$ cat config.mk
export PLATFORM = sky130hd
export DESIGN_NAME = handshake_monitor
export DESIGN_NICKNAME = d
export VERILOG_FILES = /design/src/rtl/handshake_monitor.sv
export SDC_FILE = /design/constraint.sdc
export NUM_CORES = 1
export LEC_CHECK = 0
export BUFFER_PORTS_ARGS = -buffer_cell sky130_fd_sc_hd__clkbuf_2
export CORE_ASPECT_RATIO = 1.2
export CORE_MARGIN = 10
export CORE_UTILIZATION = 54
export CTS_CLUSTER_DIAMETER = 150
export DETAILED_ROUTE_END_ITERATION = 7
export PLACE_DENSITY_LB_ADDON = 0.3
export SLEW_MARGIN = 20
export SYNTH_ARGS = -nofsm -noshare
export SYNTH_HDL_FRONTEND = slang
export SYNTH_SLANG_ARGS = --single-unit
$ cat constraint.sdc
create_clock -name clk -period 5.95 [get_ports clk]
set_input_delay 0 -clock clk [delete_from_list [all_inputs] [get_ports clk]]
set_output_delay 0 -clock clk [all_outputs]
set_load 0.01 [all_outputs]
$ cat src/rtl/handshake_monitor.sv
// Valid/ready stream monitor: checks stalled beats for stability, valid withdrawal and timeout,
// and queues one event record per finding in a show-ahead FIFO.
module handshake_monitor #(
   parameter int unsigned DATA_W  = 8,
   parameter int unsigned CNT_W   = 16,
   parameter int unsigned DEPTH   = 4,
   parameter int unsigned TIMEOUT = 16
) (
   input  logic              clk,
   input  logic              rst_n,
   input  logic              mon_valid_i,
   input  logic              mon_ready_i,
   input  logic [DATA_W-1:0] mon_data_i,
   output logic              evt_valid_o,
   input  logic              evt_ready_i,
   output logic [2:0]        evt_level_o,
   output logic [1:0]        evt_code_o,
   output logic [CNT_W-1:0]  evt_cycles_o,
   output logic [DATA_W-1:0] evt_data_o,
   output logic              overflow_o,
   output logic [CNT_W-1:0]  err_cnt_o
);

   localparam int unsigned PtrW = $clog2(DEPTH);

   localparam logic [2:0] LvlInfo  = 3'd2;
   localparam logic [2:0] LvlWarn  = 3'd3;
   localparam logic [2:0] LvlError = 3'd4;

   localparam logic [1:0] CodeXferOk    = 2'd0;
   localparam logic [1:0] CodeStblLoss  = 2'd1;
   localparam logic [1:0] CodeValidDrop = 2'd2;
   localparam logic [1:0] CodeTimeout   = 2'd3;

   localparam logic [CNT_W-1:0] CntMax    = {CNT_W{1'b1}};
   localparam logic [CNT_W:0]   TimeoutW  = (CNT_W+1)'(TIMEOUT);
   localparam logic [PtrW:0]    DepthW    = (PtrW+1)'(DEPTH);

   typedef enum logic [0:0] {StIdle, StHold} state_e;

   typedef struct packed {
      logic [2:0]        level;
      logic [1:0]        code;
      logic [CNT_W-1:0]  cycles;
      logic [DATA_W-1:0] data;
   } rec_t;

   state_e            state_q;
   logic [DATA_W-1:0] ref_q;
   logic [CNT_W-1:0]  stall_q;
   logic              stable_q;
   logic              to_fired_q;

   logic              data_chg;
   logic              timeout_hit;
   logic [CNT_W:0]    stall_nxt;
   logic              push;
   logic              err_inc;
   rec_t              rec;

   rec_t              mem_q [DEPTH];
   logic [PtrW-1:0]   wr_q, rd_q;
   logic [PtrW:0]     cnt_q;
   logic              overflow_q;
   logic [CNT_W-1:0]  err_q;
   logic              pop, push_ok;

   // Event decision for the current cycle; at most one record per cycle.
   always_comb begin
      push        = 1'b0;
      err_inc     = 1'b0;
      rec         = '0;
      stall_nxt   = {1'b0, stall_q} + 1'b1;
      data_chg    = stable_q && (mon_data_i != ref_q);
      timeout_hit = (state_q == StHold) && mon_valid_i && !mon_ready_i && !data_chg &&
                    !to_fired_q && (stall_nxt == TimeoutW);
      if (state_q == StHold) begin
         if (!mon_valid_i) begin
            push    = 1'b1;
            err_inc = 1'b1;
            rec     = '{level: LvlError, code: CodeValidDrop, cycles: stall_q, data: ref_q};
         end else if (data_chg) begin
            push    = 1'b1;
            err_inc = 1'b1;
            rec     = '{level: LvlError, code: CodeStblLoss, cycles: stall_q, data: mon_data_i};
         end else if (mon_ready_i) begin
            if (stable_q) begin
               push = 1'b1;
               rec  = '{level: LvlInfo, code: CodeXferOk, cycles: stall_q, data: ref_q};
            end
         end else if (timeout_hit) begin
            push = 1'b1;
            rec  = '{level: LvlWarn, code: CodeTimeout, cycles: TimeoutW[CNT_W-1:0], data: ref_q};
         end
      end
   end

   always_ff @(posedge clk or negedge rst_n) begin
      if (!rst_n) begin
         state_q    <= StIdle;
         ref_q      <= '0;
         stall_q    <= '0;
         stable_q   <= 1'b0;
         to_fired_q <= 1'b0;
      end else begin
         unique case (state_q)
            StIdle: begin
               if (mon_valid_i && !mon_ready_i) begin
                  state_q    <= StHold;
                  ref_q      <= mon_data_i;
                  stall_q    <= CNT_W'(1);
                  stable_q   <= 1'b1;
                  to_fired_q <= 1'b0;
               end
            end
            StHold: begin
               if (!mon_valid_i) begin
                  state_q <= StIdle;
               end else begin
                  if (data_chg) stable_q <= 1'b0;
                  if (mon_ready_i) begin
                     state_q <= StIdle;
                  end else begin
                     if (stall_q != CntMax) stall_q <= stall_nxt[CNT_W-1:0];
                     if (timeout_hit) to_fired_q <= 1'b1;
                  end
               end
            end
            default: state_q <= StIdle;
         endcase
      end
   end

   // A full FIFO still accepts a push when the head is popped on the same edge.
   assign pop     = (cnt_q != '0) && evt_ready_i;
   assign push_ok = push && ((cnt_q < DepthW) || pop);

   always_ff @(posedge clk) begin
      if (push_ok) mem_q[wr_q] <= rec;
   end

   always_ff @(posedge clk or negedge rst_n) begin
      if (!rst_n) begin
         wr_q       <= '0;
         rd_q       <= '0;
         cnt_q      <= '0;
         overflow_q <= 1'b0;
         err_q      <= '0;
      end else begin
         if (push_ok) wr_q <= wr_q + 1'b1;
         if (pop) rd_q <= rd_q + 1'b1;
         if (push_ok && !pop) cnt_q <= cnt_q + 1'b1;
         else if (!push_ok && pop) cnt_q <= cnt_q - 1'b1;
         if (push && !push_ok) overflow_q <= 1'b1;
         if (err_inc && (err_q != CntMax)) err_q <= err_q + 1'b1;
      end
   end

   always_comb begin
      evt_valid_o  = (cnt_q != '0);
      evt_level_o  = '0;
      evt_code_o   = '0;
      evt_cycles_o = '0;
      evt_data_o   = '0;
      if (evt_valid_o) begin
         evt_level_o  = mem_q[rd_q].level;
         evt_code_o   = mem_q[rd_q].code;
         evt_cycles_o = mem_q[rd_q].cycles;
         evt_data_o   = mem_q[rd_q].data;
      end
      overflow_o = overflow_q;
      err_cnt_o  = err_q;
   end

endmodule
==> key figures <==
Die
  • Site row count: 46
  • Initial Utilization: 55.6%
  • Top-level I/O count: 60
  • Die width: 127 um
  • Die span in y: 148 um
  • Die area: 18900 sq um
  • Core area: 13400 sq um

Pwr
  • Pwr dens: 394 nW/um^2
  • Peak VDD IR: 0.188 mV
  • Pleak: 0.00328 uW

Drt
  • Post-Route WL: 14200 um
  • DRC errors left: 0
  • First-pass detailed-route iteration total: 4
  • Initial drt markers: 385
  • Final ANT Viol Nets: 0
  • Wire per inst: 18.9 um
  • Via density per instance: 5.85
  • DR vias: 4397

Clock tree
  • CTS Buf Count: 17
  • CTS tree: built
  • Clk sink count: 167
  • CTS H-tree depth: 4
  • Clock Pin Slew Worst Setup and Hold Paths: 0.07 ns
  • Clock Tree Root: clkbuf_16
  • Clk_lat worst skew: 0.42 ns
  • Clock buffer depth: 2

Timing
  • Period utilization: 60.8%
  • Worst-margin pin slew: 1.05 ns
  • Clock Skew: 0.0140 ns
  • Final TNS setup: 0 ns
  • Minimum clock period: 3.62 ns
  • Final Hold Vio Count: 0
  • Normalized max-slew margin: 30.0%
  • Final setup viols: 0
  • Achievable Freq: 276 MHz
  • Max-slew violation count: 0
  • Unrepaired setup endpoints after global routing: no

Setup path
  • Crit path cell chain: nand4_1, or3_1, o31ai_1, nand4_1, nand4b_4, a21oi_4, ha_1, inv_1, fa_1, xor2_1, nor2_1, xnor2_1
  • Crit path from: stall_q[3]
  • WP data required: 6.29 ns
  • CP Capture Type: flop
  • Most Frequent Cell on Critical Path: nand4_1
  • CP Class: reg -> reg
  • Worst-path maximum fanout: 11
  • Bufs and invs on worst path: 1
  • R2R Path End: cnt_q[2]
  • Crit start category: flop
  • RR Startpoint: stall_q[3]
  • Worst r2r path cells: 12
  • Critical path depth in cells: 12
  • Critical path's largest stage delay: 0.58 ns
  • CP Data Arrival Time: 3.96 ns
  • Slowest cell on crit path: or3_1
  • Slack of the worst reg-to-reg path: 2.33 ns
  • Delay-heaviest family, CP: simple AND/OR/NAND/NOR gates

Cells and area
  • Ant. Diodes: 0
  • Non-filler cells in the finished layout: 752
  • Final Instance Area: 8590 sq um
  • Nets: 592
  • Layout cells sized above 1: 24.8%
  • Synth-to-Final Area Change: 15.7%

Logic synthesis
  • Mapped Area: 7420 sq um
  • Synth Net Count: 523
  • Ys flop type: edfxtp_1
  • Post-synth EDFFs: 116
  • Synthesized instance count: 502
  • Commonest cells in the synthesized netlist: edfxtp_1 (116), dfrtp_1 (51), and2_1 (50)
  • Flops & latches, synth: 167
  • Synth cell types: 47
  • Synth area leader: edfxtp_1
  • Sequential-to-total area share from yosys stat: 64.1%
  • Area share of the largest cell type after synthesis: 46.9%
  • Most frequent cell after synthesis: edfxtp_1
  • Syn Area/Cell: 14.8 sq um
  • Area contributors post-synth: edfxtp_1 (47%), dfrtp_1 (17%), mux4_2 (8.8%)
  • Yosys warnings: 0
  • Post-synthesis async set-or-reset flop share: 30.5%

Status
  • Status: complete, no violations

Place
  • PortBufs: 59
  • GPL Wtd Cong: 0.861
  • DP HPWL: 9490 um
  • Post-Place Cells: 708
  • Placed cell area: 7870 sq um

Global route
  • Total GRT Usage: 16.1%
  • Vias in the first global route: 4607
  • First-pass GRT wire length: 24200 um
  • Largest net degree at the start of global routing: 52
  • Initial antenna violation count: 0
  • Overflow after GRT: 0

Hold path
  • Worst hold path class: in -> async

Run
  • MaxCap Viol Count: 0
per-layer routing:
layer	track usage [%]	wire length, um	vias to the layer above
li1	-	-	2057
met4	4.85	95	0
met1	20.7	6180	2223
met5	0	0	-
met3	3.70	697	6
met2	26.4	7260	111
stage by stage:
stage               hold WS, ns  power [uW]  util [%]  setup WS [ns]
floorplan                -0.296        2050         -           2.88
global placement          0.155        2320      58.9           2.53
detailed placement        0.166        2350      58.9           2.41
CTS                       0.250        3440      64.3           2.36
global route              0.291        3570      64.3           2.02
finish                    0.223        3380      64.3           2.33
tightest hold or removal path: stages:
cell and delay (ns):
dlygate4sd3_1 0.52, clkbuf_2 0.09, buf_4 0.52
area by class of cell:
| cell class | count | area [sq um] |
|---|---|---|
| timing repair buffer | 77 | 460 |
| multi-input combinational | 299 | 2520 |
| fill | 946 | 4770 |
| clock buffer | 17 | 425 |
| tap | 168 | 210 |
| inverter | 9 | 33.8 |
| clock inverter | 15 | 173 |
| sequential | 167 | 4760 |
cells by family after synthesis:
kind of cell | Yosys count | share of synthesized area (%)
flops | 167 | 64.1
fa+ha+maj | 8 | 1.45
compound gates | 70 | 6.57
buf+inv | 36 | 1.92
mux | 41 | 10.7
xor+xnor | 33 | 3.89
simple gates | 147 | 11.4
worst max-delay path by stage:
stage	endpoint	slack [ns]
after global placement	cnt_q[2]	2.53
after CTS	cnt_q[2]	2.36
after global routing	cnt_q[2]	2.02
after detailed placement	cnt_q[2]	2.41
after floorplan	mem_q[0][0]	2.88
final	cnt_q[2]	2.33
power by group:
group,leakage (uW),internal [uW],switching (uW)
Combinational,0.00119,424,377
Sequential,0.00180,1360,142
Clock,0.000287,600,480
Total,0.00328,2380,999
sequential cells by signal, summed over array words and instances (netlist names):
| register | cells |
|---|---|
| stall_q | 16 |
| err_cnt_o | 16 |
| ref_q | 8 |
| stable_q | 1 |
| overflow_o | 1 |
| state_q | 1 |
| to_fired_q | 1 |
| cnt_q | 3 |
| rd_q | 2 |
| wr_q | 2 |
| mem_q | 116 |
layout by cell type, fill, tap and decap left out, types with 2 or more instances in the layout:
cell type	n
nand2b_1	4
clkbuf_2	59
inv_1	8
inv_6	6
nand2_1	19
clkbuf_16	17
o22ai_1	2
nand4_1	14
nand3_1	11
o41ai_1	2
nor2_1	19
or3_1	2
nor3_1	3
a22o_1	19
xnor2_1	30
a21boi_0	3
dfrtp_1	50
nor3b_1	3
clkinv_8	2
and2_1	50
buf_4	6
clkinvlp_4	2
a21oi_1	10
mux4_2	29
o31ai_1	6
inv_8	3
and4_1	3
and3_1	6
nor2b_1	2
o21a_1	3
mux2_2	10
o21ai_0	20
xor2_1	3
nor4_1	6
dlygate4sd3_1	12
ha_1	7
edfxtp_1	116
timing repair:
| action | in CTS | in global routing |
|---|---|---|
| endpoints found under the hold margin | 64 | 0 |
| hold buffers | 12 | 0 |
| endpoints found under the setup margin | 0 | 0 |
| setup buffers | 0 | 0 |
| resized for setup | 0 | 0 |
No activity file was read; power rests on OpenSTA's default activity.
